File: src/rtl/balanced_line_tx.sv
// Manchester transmitter for the balanced link: start bit + MSB-first payload,
// each frame followed by a guaranteed low idle gap.
module balanced_line_tx #(
   parameter int unsigned DATA_WIDTH = 8,
   parameter int unsigned GAP_BITS   = 2
) (
   input  logic                  clk,
   input  logic                  globalResetN,
   input  logic [3:0]            halfBitLen,
   input  logic [DATA_WIDTH-1:0] txData,
   input  logic                  txValid,
   output logic                  txReady,
   output logic                  balancedCLK,
   output logic                  lineIdle,
   output logic                  frameDone
);

   localparam int unsigned SW = DATA_WIDTH + 1;
   localparam int unsigned BW = $clog2(DATA_WIDTH + 1);
   localparam int unsigned GW = 9;
   localparam logic [GW-1:0] GAP_FULL = GW'(2 * 16 * GAP_BITS - 1);
   localparam logic [BW-1:0] LAST_BIT = BW'(DATA_WIDTH);

   typedef enum logic [1:0] {
      S_GAP  = 2'd0,
      S_WAIT = 2'd1,
      S_SEND = 2'd2
   } state_t;

   // Gap reload value 2*H*GAP_BITS-1, with a code of 0 meaning H=16.
   function automatic logic [GW-1:0] gap_load(input logic [3:0] h);
      logic [4:0] he;
      he = (h == 4'd0) ? 5'd16 : {1'b0, h};
      return GW'(32'(he) * 32'(2 * GAP_BITS) - 32'd1);
   endfunction

   state_t         state, state_n;
   logic [3:0]     hc, hc_n;
   logic           phase, phase_n;
   logic [BW-1:0]  bitcnt, bitcnt_n;
   logic [GW-1:0]  gc, gc_n;
   logic [SW-1:0]  sh, sh_n;
   logic [3:0]     h_q, h_q_n;
   logic           h_pend, h_pend_n;
   logic           line_n, ready_n, idle_n, done_n;

   // State and datapath registers; reset forces the line low immediately.
   always_ff @(posedge clk or negedge globalResetN) begin
      if (!globalResetN) begin
         state       <= S_GAP;
         hc          <= '0;
         phase       <= 1'b0;
         bitcnt      <= '0;
         gc          <= GAP_FULL;
         sh          <= '0;
         h_q         <= '0;
         h_pend      <= 1'b1;
         balancedCLK <= 1'b0;
         txReady     <= 1'b0;
         lineIdle    <= 1'b1;
         frameDone   <= 1'b0;
      end else begin
         state       <= state_n;
         hc          <= hc_n;
         phase       <= phase_n;
         bitcnt      <= bitcnt_n;
         gc          <= gc_n;
         sh          <= sh_n;
         h_q         <= h_q_n;
         h_pend      <= h_pend_n;
         balancedCLK <= line_n;
         txReady     <= ready_n;
         lineIdle    <= idle_n;
         frameDone   <= done_n;
      end
   end

   // Next-state logic; outputs are derived from next state so they register cleanly.
   always_comb begin
      state_n  = state;
      hc_n     = hc;
      phase_n  = phase;
      bitcnt_n = bitcnt;
      gc_n     = gc;
      sh_n     = sh;
      h_q_n    = h_q;
      h_pend_n = h_pend;
      line_n   = balancedCLK;

      case (state)
         S_GAP: begin
            line_n = 1'b0;
            if (h_pend) begin
               // First cycle after reset release samples H and arms the gap.
               h_q_n    = halfBitLen;
               gc_n     = gap_load(halfBitLen);
               h_pend_n = 1'b0;
            end else if (gc == '0) begin
               state_n = S_WAIT;
            end else begin
               gc_n = gc - GW'(1);
            end
         end
         S_WAIT: begin
            line_n = 1'b0;
            if (txValid && txReady) begin
               state_n  = S_SEND;
               h_q_n    = halfBitLen;
               hc_n     = halfBitLen - 4'd1;
               phase_n  = 1'b0;
               bitcnt_n = '0;
               sh_n     = {1'b0, txData};
               line_n   = 1'b0;
            end
         end
         S_SEND: begin
            if (hc != 4'd0) begin
               hc_n = hc - 4'd1;
            end else if (!phase) begin
               phase_n = 1'b1;
               hc_n    = h_q - 4'd1;
               line_n  = ~sh[SW-1];
            end else if (bitcnt == LAST_BIT) begin
               state_n = S_GAP;
               line_n  = 1'b0;
               gc_n    = gap_load(h_q);
            end else begin
               bitcnt_n = bitcnt + BW'(1);
               sh_n     = {sh[SW-2:0], 1'b0};
               phase_n  = 1'b0;
               hc_n     = h_q - 4'd1;
               line_n   = sh[SW-2];
            end
         end
         default: begin
            state_n = S_GAP;
            line_n  = 1'b0;
         end
      endcase

      ready_n = (state_n == S_WAIT);
      idle_n  = (state_n != S_SEND);
      done_n  = (state_n == S_SEND) && (hc_n == 4'd0) && phase_n && (bitcnt_n == LAST_BIT);
   end

endmodule

File: config.mk
export PLATFORM = sky130hd
export DESIGN_NAME = balanced_line_tx
export DESIGN_NICKNAME = d
export VERILOG_FILES = /design/src/rtl/balanced_line_tx.sv
export SDC_FILE = /design/constraint.sdc
export NUM_CORES = 1
export LEC_CHECK = 0
export ABC_CLOCK_PERIOD_IN_PS = 3200
export BUFFER_PORTS_ARGS = -buffer_cell sky130_fd_sc_hd__buf_2
export CAP_MARGIN = 20
export CORE_ASPECT_RATIO = 1.5
export CORE_UTILIZATION = 25
export DETAILED_ROUTE_END_ITERATION = 16
export PLACE_DENSITY = 0.45
export SLEW_MARGIN = 20
export SYNTH_ARGS = -nofsm -noshare
export SYNTH_HDL_FRONTEND = slang
export SYNTH_SLANG_ARGS = --single-unit
File: constraint.sdc
create_clock -name clk -period 3.2 [get_ports clk]
set_input_delay 0.48 -clock clk [delete_from_list [all_inputs] [get_ports clk]]
set_output_delay 0.48 -clock clk [all_outputs]
set_load 0.01 [all_outputs]
# --- Yosys cells after proc, flatten, opt, wreduce, memory -nomap -nowiden ---
# Cells that the tools add are included.
classes:
  n_mux: 42
  reduce_logical: 16
  n_eq_ne: 14
  n_addsub: 7
  bitwise_logic: 1
ops:
  columns: ["op", "count"]
  rows:
  - ["two-way mux 9 bit", 9]
  - ["two-way mux 4 bit", 10]
  - ["case mux 9 bit (2 select lines)", 2]
  - ["case mux 4 bit (2 select lines)", 3]
  - ["subtractor 7 x 1 -> 8 bit (second input constant)", 2]
  - ["!= test 2 bit (second input constant)", 7]
  - ["logical NOT 4 bit", 3]
  - ["two-way mux 2 bit", 6]
  - ["subtractor 4 x 1 -> 4 bit (second input constant)", 3]
  - ["two-way mux 5 bit", 2]
  - ["AND reduction 5 bit", 2]
  - ["logical NOT 9 bit", 1]
  - ["subtractor 9 x 1 -> 9 bit (second input constant)", 1]
  - ["== test 4 bit (second input constant)", 2]
  - ["two-way mux 1 bit", 8]
  - ["case mux 2 bit (3 select lines)", 1]
  - ["nonzero test 2 bit", 3]
  - ["adder 4 x 1 -> 4 bit (second input constant)", 1]
  - ["== test 2 x 1 -> 1 bit (second input constant)", 2]
  - ["== test 2 bit (second input constant)", 2]
  - ["logical AND 1 bit", 4]
  - ["nonzero test 4 bit", 1]
  - ["!= test 3 bit (second input constant)", 1]
  - ["AND reduction 3 bit", 1]
  - ["3 further kinds", 3]
totals:
  in_bits: 15
  word_cells: 92
  ff_bits: 38

# --- Depth between registers and ports, before layout ---
# Gate-level depths: netlist (run 1).
logic_depth:
  word_depth: 9
  depth_mapped: 10

# --- Worst setup path before layout (run 1) ---
# OpenSTA, ideal clock, no wires.
synth_timing:
  path_kind: "register to register"
  start: "reg state[0]"
  end: "reg frameDone"
  period_less_slack_ns: 2.114
  path_stages_with_launch: 10
  slack_ns: 1.086
  setup_time_ns: 0.096
  arrival_time_ns: 2.018
  cell_sequence: "dfrtp_1 > inv_1 > ha_1 > clkbuf_1 > and3b_1 > and4_1 > a211o_1 > a221oi_1 > nand4b_1 > nor4_2"
synth_between:
  word_cells_on_any_way: 19
synth_rtl:
  columns: ["element", "line", "rtl"]
  rows:
  - ["start: declaration", "37", "state_t state, state_n;"]
  - ["start signal: assignment", "63", "state <= state_n;"]
  - ["== test 2 bit or == test 2 x 1 -> 1 bit (tied branches)", "90", "case (state)"]
  - ["case mux 4 bit (2 select lines) (*)", "90", null]
  - ["net bitcnt_n[2]", "40", "logic [BW-1:0] bitcnt, bitcnt_n;"]
  - ["== test 4 bit (*)", "143", "done_n = (state_n == S_SEND) && (hc_n == 4'd0) && phase_n && (bitcnt_n == LAST_BIT);"]
  - ["logical AND 1 bit (*)", "143", null]
  - ["net done_n", "45", "logic line_n, ready_n, idle_n, done_n;"]
  - ["end signal: assignment", "74", "frameDone <= done_n;"]
  - ["end: declaration", "15", "output logic frameDone"]
# Mark *: on every way through the listed nets, which the timed path passes. The rest lies on a longest branch.
# A chain may end at the register's enable or synchronous reset.

# --- Final worst setup path (run 1) ---
layout_timing:
  start: "reg state[1]"
  end: "reg frameDone"
layout_between:
  word_cells_on_any_way: 19
layout_rtl:
  columns: ["element", "line", "rtl"]
  rows:
  - ["== test 2 bit or == test 2 x 1 -> 1 bit (tied branches)", "90", null]
  - ["case mux 4 bit (2 select lines) (*)", "90", null]
  - ["net hc_n[1]", "38", "logic [3:0] hc, hc_n;"]
  - ["logical NOT 4 bit (*)", "143", null]
  - ["logical AND 1 bit (*) (3 in series)", "143", null]
  - ["net done_n", "45", null]
# Marked as above.

==> metrics.txt, run 1 <==
# TYPE chip_impl_metric gauge
chip_impl_info{name="rr_startpoint",value="state[1]"} 1
chip_impl_info{name="timing.critical_path.max_delay_family",value="compound AO/OA/AOI/OAI gates"} 1
chip_impl_info{name="end_kind",value="register"} 1
chip_impl_info{name="synth_top_flop_cell",value="sky130_fd_sc_hd__dfrtp_1"} 1
chip_impl_metric{name="ys_seq_area_share",unit="%"} 39.57
chip_impl_metric{name="io-pin-count",unit=""} 19
chip_impl_metric{name="design.final.nets",unit=""} 310
chip_impl_info{name="worstSetupPathType",value="reg2reg"} 1
chip_impl_metric{name="numClockSinks",unit=""} 38
chip_impl_info{name="worst_setup_path_start_kind",value="register"} 1
chip_impl_metric{name="place.port_buffers",unit=""} 18
chip_impl_metric{name="synthesis.yosys.warnings",unit=""} 0
chip_impl_info{name="class_of_the_worst_hold_path",value="in2async"} 1
chip_impl_metric{name="die_height",unit="um"} 122.7
chip_impl_metric{name="timing.critical_path.arrival",unit="ns"} 2.77
chip_impl_metric{name="finalSetupViolCount",unit=""} 0
chip_impl_metric{name="detail_route.wl_per_cell",unit="um"} 15.83
chip_impl_metric{name="drt_first_iter_violations",unit=""} 92
chip_impl_metric{name="timing.max_slew.rel_slack",unit="%"} 40.72
chip_impl_metric{name="grt_start_max_net_pins",unit=""} 39
chip_impl_info{name="run_status",value="finished, final reports clean"} 1
chip_impl_metric{name="max_cap_violations",unit=""} 0
chip_impl_metric{name="first_pass_grt_wire_length",unit="um"} 10090
chip_impl_info{name="synthTopCellsByCount",value="30 x sky130_fd_sc_hd__dfrtp_1, 28 x sky130_fd_sc_hd__nand2_1, 23 x sky130_fd_sc_hd__nor2_1"} 1
chip_impl_metric{name="layout_worst_path_cycle_share",unit="%"} 80.63
chip_impl_metric{name="coreArea",unit="sq um"} 9361
chip_impl_metric{name="drt_wl_total",unit="um"} 6254
chip_impl_metric{name="placement.cell_area",unit="sq um"} 2620
chip_impl_metric{name="final_design_area_no_fill",unit="sq um"} 2786
chip_impl_metric{name="hold_slack",unit="ns"} 0.3229
chip_impl_metric{name="std_cell_rows",unit=""} 43
chip_impl_metric{name="synth_seq_cells",unit=""} 38
chip_impl_metric{name="grt-ovfl-total",unit=""} 0
chip_impl_metric{name="timing.final.max_slew_violations",unit=""} 0
chip_impl_metric{name="gp_routability_congestion",unit=""} 0.8140
chip_impl_metric{name="timing.critical_path.buf_inv",unit=""} 1
chip_impl_metric{name="place_hpwl",unit="um"} 4688
chip_impl_metric{name="post_synth_net_total",unit=""} 293
chip_impl_metric{name="slowest_stage_delay_on_critical_path",unit="ns"} 0.47
chip_impl_metric{name="layout-area-overhead-vs-synth",unit="%"} 14.73
chip_impl_info{name="worstSetupStartpoint",value="state[1]"} 1
chip_impl_metric{name="fin_clk_skew",unit="ns"} 0.004709
chip_impl_metric{name="cts-buffers-inserted",unit=""} 5
chip_impl_metric{name="finalHoldViolations",unit=""} 0
chip_impl_metric{name="fp.dieArea",unit="sq um"} 10120
chip_impl_metric{name="grt_pass1_vias",unit=""} 2020
chip_impl_metric{name="layout.cells.non_filler",unit=""} 395
chip_impl_metric{name="postCtsHoldBufs",unit=""} 0
chip_impl_metric{name="synth-async-reset-ratio",unit="%"} 100.0
chip_impl_metric{name="syn-cell-area",unit="sq um"} 2429
chip_impl_metric{name="post-route-drc-count",unit=""} 0
chip_impl_metric{name="synthDominantCellAreaShare",unit="%"} 30.91
chip_impl_metric{name="critPathRequiredTime",unit="ns"} 3.39
chip_impl_metric{name="max-clock-path-buffers",unit=""} 2
chip_impl_metric{name="critical_path.max_fanout",unit=""} 10
chip_impl_metric{name="insertion_delay",unit="ns"} 0.28
chip_impl_info{name="yosys.cell_count.top_type",value="sky130_fd_sc_hd__dfrtp_1"} 1
chip_impl_metric{name="post-route-util",unit="%"} 29.76
chip_impl_metric{name="number_of_flops_mapped_to_enable_cells_by_yosys",unit=""} 0
chip_impl_metric{name="cts_setup_buffers",unit=""} 0
chip_impl_metric{name="min_period",unit="ns"} 2.580
chip_impl_info{name="cp_slowest_cell",value="sky130_fd_sc_hd__a221o_1"} 1
chip_impl_metric{name="post_drt_via_cell_ratio",unit=""} 5.033
chip_impl_metric{name="cts_resized",unit=""} 0
chip_impl_metric{name="dp.cells",unit=""} 387
chip_impl_info{name="setup_repair_after_global_routing_missed_its_margin",value="false"} 1
chip_impl_info{name="ys_top_cells_by_area",value="sky130_fd_sc_hd__dfrtp_1 31%, sky130_fd_sc_hd__dfstp_2 8.7%, sky130_fd_sc_hd__ha_1 6.7%"} 1
chip_impl_metric{name="number_of_distinct_library_cell_variants_in_the_gate_level_netlist_after_synthesis",unit=""} 64
chip_impl_metric{name="vias",unit=""} 1988
chip_impl_metric{name="drive_above_1_share",unit="%"} 16.25
chip_impl_metric{name="worst_ir_drop_vdd",unit="mV"} 0.1760
chip_impl_metric{name="achievable-frequency",unit="MHz"} 387.6
chip_impl_metric{name="chipWidth",unit="um"} 82.48
chip_impl_metric{name="initial_utilization",unit="%"} 25.94
chip_impl_info{name="cts_root_buf",value="sky130_fd_sc_hd__clkbuf_16"} 1
chip_impl_info{name="post-synth-top-area-cell",value="sky130_fd_sc_hd__dfrtp_1"} 1
chip_impl_metric{name="detail-route-antenna-nets",unit=""} 0
chip_impl_metric{name="grt_antenna_before_repair",unit=""} 0
chip_impl_metric{name="h-tree-depth",unit=""} 2
chip_impl_metric{name="totalNegativeSetupSlack",unit="ns"} 0
chip_impl_metric{name="max_slew.worst_pin.slew",unit="ns"} 0.8892
chip_impl_metric{name="post_synthesis_average_cell_area",unit="sq um"} 9.164
chip_impl_metric{name="finalWorstSetupSlack",unit="ns"} 0.6198
chip_impl_metric{name="grt_util_all_layers",unit="%"} 13.69
chip_impl_metric{name="power.density",unit="nW/um^2"} 393.4
chip_impl_metric{name="syn-instance-count",unit=""} 265
chip_impl_metric{name="p_total",unit="mW"} 1.096
chip_impl_info{name="tritoncts",value="done"} 1
chip_impl_metric{name="path_clk_slew",unit="ns"} 0.06
chip_impl_metric{name="cellLeakagePower",unit="nW"} 1.169
chip_impl_metric{name="drtPass1Iterations",unit=""} 4
chip_impl_info{name="worstPathCellList",value="inv_1, ha_1, a21boi_1, nand2b_1, a221o_1, a211oi_2, nand4b_1, nor4_2"} 1
chip_impl_metric{name="place_worst_setup_slack",unit="ns"} 0.6416
chip_impl_metric{name="antennaDiodeCount",unit=""} 0
## cells in the final DEF (no fill, tap or decap), drive strengths merged, types with 2 or more instances in the layout
master / count
o31ai: 2
a32oi: 2
nor4bb: 2
nor4b: 2
ha: 13
clkbuf: 8
nor2b: 3
nand2b: 2
dfrtp: 30
xnor2: 4
nand4: 3
nand3b: 2
nor2: 23
and2: 2
nor4: 3
dfstp: 8
o221ai: 2
a41oi: 2
nand2: 28
o21ai: 18
nor3: 3
a221oi: 2
a21oi: 19
a211oi: 4
a221o: 2
buf: 21
mux2: 3
mux2i: 9
nor3b: 4
nand3: 8
xor2: 5
o211ai: 2
nand4b: 2
inv: 19
## report_power, final
| group | switching [mW] | internal, mW |
|---|---|---|
| combinational | 0.0305 | 0.0195 |
| clock | 0.197 | 0.353 |
| sequential | 0.00691 | 0.489 |
## flip-flops by register name, indices dropped and copies added (netlist names)
signal	cells
txReady	1
state	2
hc	4
lineIdle	1
h_pend	1
gc	9
balancedCLK	1
phase	1
h_q	4
frameDone	1
bitcnt	4
sh	9
## layer usage
metal | global-route usage (%) | routed length, um
met3 | 3.123 | 131
met1 | 14.15 | 2549
met5 | 0 | 0
met4 | 7.675 | 187
met2 | 24.64 | 3386
## cell type report
class                   instances  area [sq um]
clock buffers                   8         166.4
fillers                      1009          6575
inverters                      19         71.32
multi-input cells             197          1335
flip-flops and latches         38         960.9
well taps                     112         140.1
repair buffers                 21         112.6
## path summary, 6_finish.rpt
kind                            depth (start not counted)   endpoint  slack (ns)
worst max-delay path                                    8  frameDone        0.62
max in group asynchronous                               1      hc[3]        2.32
min in group clk                                        3      sh[0]        0.45
worst max register to register                          8  frameDone        0.62
worst min-delay path                                    1  bitcnt[0]        0.32
worst min register to register                          2      gc[4]        0.51
## worst reg2reg max path, stage by stage (launching register included)
cell and delay, ns:
sky130_fd_sc_hd__dfrtp_1 0.37, sky130_fd_sc_hd__inv_1 0.11, sky130_fd_sc_hd__ha_1 0.27, sky130_fd_sc_hd__a21boi_1 0.23
sky130_fd_sc_hd__nand2b_1 0.39, sky130_fd_sc_hd__a221o_1 0.47, sky130_fd_sc_hd__a211oi_2 0.27, sky130_fd_sc_hd__nand4b_1 0.16
sky130_fd_sc_hd__nor4_2 0.22
## cell families (layout without fill, tap and decap cells)
group | count (synthesis) | count (layout) | share of synthesized area (%)
AOI/OAI and AO/OA | 70 | 70 | 19.99
xor gates and xnor gates | 9 | 9 | 3.246
adders and majority gates | 13 | 13 | 6.698
buffers and inverters | 30 | 48 | 5.461
DFF | 38 | 38 | 39.57
muxes | 12 | 12 | 5.101
and+or+nand+nor | 93 | 93 | 19.94
No activity file was read; power rests on OpenSTA's default activity.
==> run 2: changes to the inputs <==
--- a/config.mk
+++ b/config.mk
@@ -5,7 +5,7 @@
 export SDC_FILE = /design/constraint.sdc
 export NUM_CORES = 1
 export LEC_CHECK = 0
-export ABC_CLOCK_PERIOD_IN_PS = 3200
+export ABC_CLOCK_PERIOD_IN_PS = 2550
 export BUFFER_PORTS_ARGS = -buffer_cell sky130_fd_sc_hd__buf_2
 export CAP_MARGIN = 20
 export CORE_ASPECT_RATIO = 1.5
==> constraint.sdc (replaced) <==
create_clock -name clk -period 2.55 [get_ports clk]
set_input_delay 0.3825 -clock clk [delete_from_list [all_inputs] [get_ports clk]]
set_output_delay 0.3825 -clock clk [all_outputs]
set_load 0.01 [all_outputs]
==> run 2 against run 1 <==
Critical path depth unchanged. Die area did not move. Sequential power grew 25%. Register-to-register slack got worse by 0.42 ns. Via count grew 0.91%. Maximum frequency grew 10%. Power rose by 20%. Core utilization rose by 0.35 points. Flip-flop and latch count unchanged. Critical path type unchanged. Critical endpoint unchanged. Largest cell class unchanged.
==> metrics.txt, run 2 (synthesized netlist as in run 1, its figures left out) <==
# TYPE chip_impl_metric gauge
chip_impl_info{name="run_status",value="finished, final reports clean"} 1
chip_impl_metric{name="detail-route-antenna-nets",unit=""} 0
chip_impl_info{name="class_of_the_worst_hold_path",value="in2async"} 1
chip_impl_metric{name="power.density",unit="nW/um^2"} 466.0
chip_impl_metric{name="first_pass_grt_wire_length",unit="um"} 10270
chip_impl_metric{name="min_period",unit="ns"} 2.347
chip_impl_metric{name="post-route-drc-count",unit=""} 0
chip_impl_metric{name="die_height",unit="um"} 122.7
chip_impl_metric{name="post_drt_via_cell_ratio",unit=""} 5.015
chip_impl_info{name="worstSetupStartpoint",value="state[0]"} 1
chip_impl_metric{name="std_cell_rows",unit=""} 43
chip_impl_info{name="tritoncts",value="done"} 1
chip_impl_metric{name="path_clk_slew",unit="ns"} 0.06
chip_impl_metric{name="critical_path.max_fanout",unit=""} 16
chip_impl_metric{name="cellLeakagePower",unit="nW"} 1.186
chip_impl_metric{name="fin_clk_skew",unit="ns"} 0.004664
chip_impl_metric{name="coreArea",unit="sq um"} 9361
chip_impl_metric{name="worst_ir_drop_vdd",unit="mV"} 0.3796
chip_impl_metric{name="dp.cells",unit=""} 392
chip_impl_info{name="setup_repair_after_global_routing_missed_its_margin",value="false"} 1
chip_impl_metric{name="h-tree-depth",unit=""} 2
chip_impl_metric{name="detail_route.wl_per_cell",unit="um"} 15.42
chip_impl_info{name="largest_registers",value="gc: 9 flops, sh: 9 flops"} 1
chip_impl_metric{name="io-pin-count",unit=""} 19
chip_impl_metric{name="layout-area-overhead-vs-synth",unit="%"} 16.07
chip_impl_metric{name="antennaDiodeCount",unit=""} 0
chip_impl_metric{name="finalSetupViolCount",unit=""} 0
chip_impl_metric{name="design.final.nets",unit=""} 315
chip_impl_metric{name="critPathRequiredTime",unit="ns"} 2.71
chip_impl_info{name="cts_root_buf",value="sky130_fd_sc_hd__clkbuf_16"} 1
chip_impl_metric{name="timing.max_slew.rel_slack",unit="%"} 39.73
chip_impl_info{name="worstSetupPathType",value="reg2reg"} 1
chip_impl_metric{name="max-clock-path-buffers",unit=""} 2
chip_impl_metric{name="cts_resized",unit=""} 0
chip_impl_info{name="rr_startpoint",value="state[0]"} 1
chip_impl_metric{name="p_total",unit="mW"} 1.314
chip_impl_metric{name="finalHoldViolations",unit=""} 0
chip_impl_info{name="final_common_cell",value="sky130_fd_sc_hd__dfrtp_1"} 1
chip_impl_metric{name="cts-buffers-inserted",unit=""} 5
chip_impl_metric{name="grt_util_all_layers",unit="%"} 13.84
chip_impl_metric{name="grt_pass1_vias",unit=""} 2063
chip_impl_metric{name="grt_start_max_net_pins",unit=""} 39
chip_impl_metric{name="grt-ovfl-total",unit=""} 0
chip_impl_metric{name="numClockSinks",unit=""} 38
chip_impl_metric{name="fp.dieArea",unit="sq um"} 10120
chip_impl_metric{name="chipWidth",unit="um"} 82.48
chip_impl_metric{name="grt_antenna_before_repair",unit=""} 0
chip_impl_metric{name="initial_utilization",unit="%"} 25.94
chip_impl_metric{name="insertion_delay",unit="ns"} 0.28
chip_impl_metric{name="max_slew.worst_pin.slew",unit="ns"} 0.9040
chip_impl_metric{name="drt_first_iter_violations",unit=""} 92
chip_impl_metric{name="layout.cells.non_filler",unit=""} 400
chip_impl_metric{name="timing.final.max_slew_violations",unit=""} 0
chip_impl_metric{name="place.port_buffers",unit=""} 18
chip_impl_metric{name="layout_worst_path_cycle_share",unit="%"} 92.03
chip_impl_metric{name="postCtsHoldBufs",unit=""} 0
chip_impl_info{name="final_cell_mix",value="30 x sky130_fd_sc_hd__dfrtp_1, 28 x sky130_fd_sc_hd__nand2_1, 23 x sky130_fd_sc_hd__nor2_1"} 1
chip_impl_metric{name="vias",unit=""} 2006
chip_impl_metric{name="totalNegativeSetupSlack",unit="ns"} 0
chip_impl_metric{name="gp_routability_congestion",unit=""} 0.7848
chip_impl_metric{name="max_cap_violations",unit=""} 0
chip_impl_metric{name="drt_wl_total",unit="um"} 6166
chip_impl_metric{name="place_hpwl",unit="um"} 4592
chip_impl_metric{name="cts_setup_buffers",unit=""} 0
chip_impl_metric{name="drtPass1Iterations",unit=""} 4
chip_impl_metric{name="achievable-frequency",unit="MHz"} 426.1
chip_impl_metric{name="timing.critical_path.arrival",unit="ns"} 2.50
chip_impl_metric{name="drive_above_1_share",unit="%"} 18.06
chip_impl_info{name="worst_setup_path_start_kind",value="register"} 1
chip_impl_info{name="end_kind",value="register"} 1
## run 2: cell count changes in the layout (fill, tap and decap cells not counted), sizes merged
cell,delta
buf,+5
## run 2: per-layer routing
metal	track usage, %	part of all wire (%)
met4	6.579	2.0
met5	0	0
met3	2.379	2.6
met1	14.86	40
met2	25.36	56
## run 2: layout make-up
| type | count | area [sq um] |
|---|---|---|
| tap | 112 | 140.1 |
| multi-input combinational | 197 | 1350 |
| timing repair buffer | 26 | 150.1 |
| fill | 1024 | 6543 |
| sequential | 38 | 960.9 |
| clock buffer | 8 | 146.4 |
| inverter | 19 | 71.32 |
## run 2: metrics by stage
stage | instance area (sq um) | setup slack, ns | hold WS, ns | utilization (%)
finish | 2819 | 0.2033 | 0.2095 | 30.11
global route | 2819 | 0.04102 | 0.3149 | 30.11
CTS | 2804 | 0.2142 | 0.2819 | 29.95
detailed placement | 2658 | 0.2358 | 0.5012 | 28.39
global placement | 2658 | 0.2969 | 0.4961 | 28.39
floorplan | 2429 | 0.4363 | 0.08691 | -
## run 2: critical path, stage by stage (launching register included)
cell	delay (ns)
sky130_fd_sc_hd__dfrtp_1	0.41
sky130_fd_sc_hd__inv_1	0.12
sky130_fd_sc_hd__ha_1	0.37
sky130_fd_sc_hd__buf_4	0.29
sky130_fd_sc_hd__o21ai_1	0.15
sky130_fd_sc_hd__nor3b_1	0.17
sky130_fd_sc_hd__a211oi_1	0.45
sky130_fd_sc_hd__nand4b_1	0.19
sky130_fd_sc_hd__nor4_2	0.05
## run 2: final timing paths
check | to | slack [ns] | cells after the start
min in group clk | sh[0] | 0.34 | 3
worst min-delay path | bitcnt[1] | 0.21 | 1
worst max register to register | frameDone | 0.20 | 8
max in group asynchronous | gc[7] | 1.75 | 1
worst min register to register | gc[3] | 0.51 | 2
worst max-delay path | frameDone | 0.20 | 8
## run 2: report_power, final
part / internal [mW] / total [mW] / switching, mW
clock network: 0.390 / 0.630 / 0.240
logic: 0.0245 / 0.0616 / 0.0371
registers: 0.614 / 0.622 / 0.00857
==> run 3: changes to the inputs <==
--- a/config.mk
+++ b/config.mk
@@ -10,8 +10,9 @@
 export CAP_MARGIN = 20
 export CORE_ASPECT_RATIO = 1.5
 export CORE_UTILIZATION = 25
+export CTS_CLUSTER_DIAMETER = 40
 export DETAILED_ROUTE_END_ITERATION = 16
-export PLACE_DENSITY = 0.45
+export PLACE_DENSITY = 0.51
 export SLEW_MARGIN = 20
 export SYNTH_ARGS = -nofsm -noshare
 export SYNTH_HDL_FRONTEND = slang
==> run 3 against run 2 <==
Hold slack better by 0.011 ns. Non-clock buffer count decreased by 3. Final area decreased by 0.62%. Sequential share of layout area increased by 0.21 points. Critical path depth stayed put. Via count decreased by 1.9%. Clock skew rose by 0.0015 ns. Sequential power about the same. Largest power group unchanged.
==> metrics.txt, run 3 (synthesized netlist as in run 1, its figures left out) <==
# TYPE chip_impl_metric gauge
chip_impl_info{name="run_status",value="finished, final reports clean"} 1
chip_impl_metric{name="grt_pass1_vias",unit=""} 1922
chip_impl_metric{name="finalHoldViolations",unit=""} 0
chip_impl_metric{name="path_clk_slew",unit="ns"} 0.06
chip_impl_metric{name="initial_utilization",unit="%"} 25.94
chip_impl_info{name="worstSetupPathType",value="reg2reg"} 1
chip_impl_metric{name="min_period",unit="ns"} 2.356
chip_impl_metric{name="vias",unit=""} 1967
chip_impl_metric{name="cts_resized",unit=""} 0
chip_impl_metric{name="finalSetupViolCount",unit=""} 0
chip_impl_metric{name="critical_path.max_fanout",unit=""} 10
chip_impl_metric{name="drt_wl_total",unit="um"} 5779
chip_impl_metric{name="post_drt_via_cell_ratio",unit=""} 4.955
chip_impl_metric{name="insertion_delay",unit="ns"} 0.29
chip_impl_metric{name="totalNegativeSetupSlack",unit="ns"} 0
chip_impl_info{name="class_of_the_worst_hold_path",value="in2async"} 1
chip_impl_metric{name="layout-area-overhead-vs-synth",unit="%"} 15.35
chip_impl_metric{name="drive_above_1_share",unit="%"} 17.19
chip_impl_metric{name="cts_setup_buffers",unit=""} 0
chip_impl_metric{name="critPathRequiredTime",unit="ns"} 2.74
chip_impl_metric{name="coreArea",unit="sq um"} 9361
chip_impl_metric{name="detail-route-antenna-nets",unit=""} 0
chip_impl_metric{name="io-pin-count",unit=""} 19
chip_impl_metric{name="timing.critical_path.arrival",unit="ns"} 2.55
chip_impl_metric{name="gp_routability_congestion",unit=""} 0.8235
chip_impl_metric{name="r2r_slack",unit="ns"} 0.19
chip_impl_metric{name="h-tree-depth",unit=""} 2
chip_impl_metric{name="drtPass1Iterations",unit=""} 4
chip_impl_info{name="final_cell_mix",value="30 x sky130_fd_sc_hd__dfrtp_1, 28 x sky130_fd_sc_hd__nand2_1, 23 x sky130_fd_sc_hd__nor2_1"} 1
chip_impl_metric{name="cellLeakagePower",unit="nW"} 1.171
chip_impl_metric{name="chipWidth",unit="um"} 82.48
chip_impl_metric{name="postCtsHoldBufs",unit=""} 0
chip_impl_metric{name="design.final.nets",unit=""} 312
chip_impl_metric{name="grt_antenna_before_repair",unit=""} 0
chip_impl_info{name="final_common_cell",value="sky130_fd_sc_hd__dfrtp_1"} 1
chip_impl_metric{name="layout_worst_path_cycle_share",unit="%"} 92.40
chip_impl_metric{name="place.port_buffers",unit=""} 18
chip_impl_info{name="cts_root_buf",value="sky130_fd_sc_hd__clkbuf_16"} 1
chip_impl_metric{name="timing.max_slew.rel_slack",unit="%"} 41.42
chip_impl_metric{name="drt_first_iter_violations",unit=""} 52
chip_impl_metric{name="max-clock-path-buffers",unit=""} 2
chip_impl_metric{name="detail_route.wl_per_cell",unit="um"} 14.56
chip_impl_metric{name="max_slew.worst_pin.slew",unit="ns"} 0.8787
chip_impl_info{name="tritoncts",value="done"} 1
chip_impl_metric{name="grt-ovfl-total",unit=""} 0
chip_impl_metric{name="cts-buffers-inserted",unit=""} 5
chip_impl_metric{name="die_height",unit="um"} 122.7
chip_impl_metric{name="first_pass_grt_wire_length",unit="um"} 9591
chip_impl_metric{name="max_cap_violations",unit=""} 0
chip_impl_info{name="largest_registers",value="gc: 9 flops, sh: 9 flops"} 1
chip_impl_metric{name="fin_clk_skew",unit="ns"} 0.006176
chip_impl_metric{name="timing.final.max_slew_violations",unit=""} 0
chip_impl_info{name="end_kind",value="register"} 1
chip_impl_metric{name="fp.dieArea",unit="sq um"} 10120
chip_impl_metric{name="grt_start_max_net_pins",unit=""} 39
chip_impl_metric{name="worst_ir_drop_vdd",unit="mV"} 0.4253
chip_impl_metric{name="std_cell_rows",unit=""} 43
chip_impl_metric{name="post-route-drc-count",unit=""} 0
chip_impl_metric{name="grt_util_all_layers",unit="%"} 12.91
chip_impl_metric{name="p_total",unit="mW"} 1.315
chip_impl_metric{name="power.density",unit="nW/um^2"} 469.2
chip_impl_metric{name="place_hpwl",unit="um"} 4341
chip_impl_info{name="worst_setup_path_start_kind",value="register"} 1
chip_impl_metric{name="numClockSinks",unit=""} 38
chip_impl_metric{name="antennaDiodeCount",unit=""} 0
chip_impl_metric{name="achievable-frequency",unit="MHz"} 424.4
chip_impl_info{name="setup_repair_after_global_routing_missed_its_margin",value="false"} 1
## run 3: area by class of cell
| class | instances | area, sq um |
|---|---|---|
| sequential | 38 | 960.9 |
| clock buffer | 6 | 138.9 |
| fill | 1017 | 6560 |
| timing repair buffer | 23 | 140.1 |
| inverter | 19 | 71.32 |
| clock inverter | 2 | 12.51 |
| multi-input combinational | 197 | 1338 |
| tap | 112 | 140.1 |
## run 3: critical path, cell delays in order (launching register included)
cell and delay (ns):
sky130_fd_sc_hd__dfrtp_1 0.38, sky130_fd_sc_hd__inv_1 0.11, sky130_fd_sc_hd__ha_1 0.25, sky130_fd_sc_hd__a21boi_1 0.20
sky130_fd_sc_hd__nand2b_2 0.31, sky130_fd_sc_hd__a221o_1 0.43, sky130_fd_sc_hd__a211oi_2 0.20, sky130_fd_sc_hd__nand4b_1 0.15
sky130_fd_sc_hd__nor4_2 0.23
## run 3: path summary, 6_finish.rpt
| check | depth (start not counted) | startpoint | to |
|---|---|---|---|
| min in group clk | 3 | txData[0] | sh[0] |
| min reg2reg | 2 | gc[3] | gc[3] |
| max | 8 | state[1] | frameDone |
| min | 1 | globalResetN | gc[6] |
| max reg2reg | 8 | state[1] | frameDone |
| max in group asynchronous | 1 | globalResetN | hc[2] |
## run 3: per-stage QoR
stage	hold WS (ns)	worst slack, ns	util [%]	instances	cell area [sq um]
finish	0.2204	0.1937	29.93	397	2801
global route	0.2907	0.008693	29.93	397	2801
CTS	0.2525	0.09852	29.90	397	2799
detailed placement	0.5052	0.1180	28.28	389	2648
global placement	0.5020	0.1744	28.28	389	2648
floorplan	0.08691	0.4363	-	265	2429
## run 3: layer usage
layer,GRT usage (%),wire [um]
met5,0,0
met4,6.140,114
met3,2.677,121
met2,23.30,3225
met1,13.90,2318
## run 3: where the power goes
part	switching [mW]	leakage [nW]	internal [mW]	total, mW
Combinational	0.0364	0.654	0.0244	0.0608
Clock	0.245	0.0729	0.387	0.632
Sequential	0.00827	0.445	0.614	0.622
Total	0.290	1.17	1.02	1.31
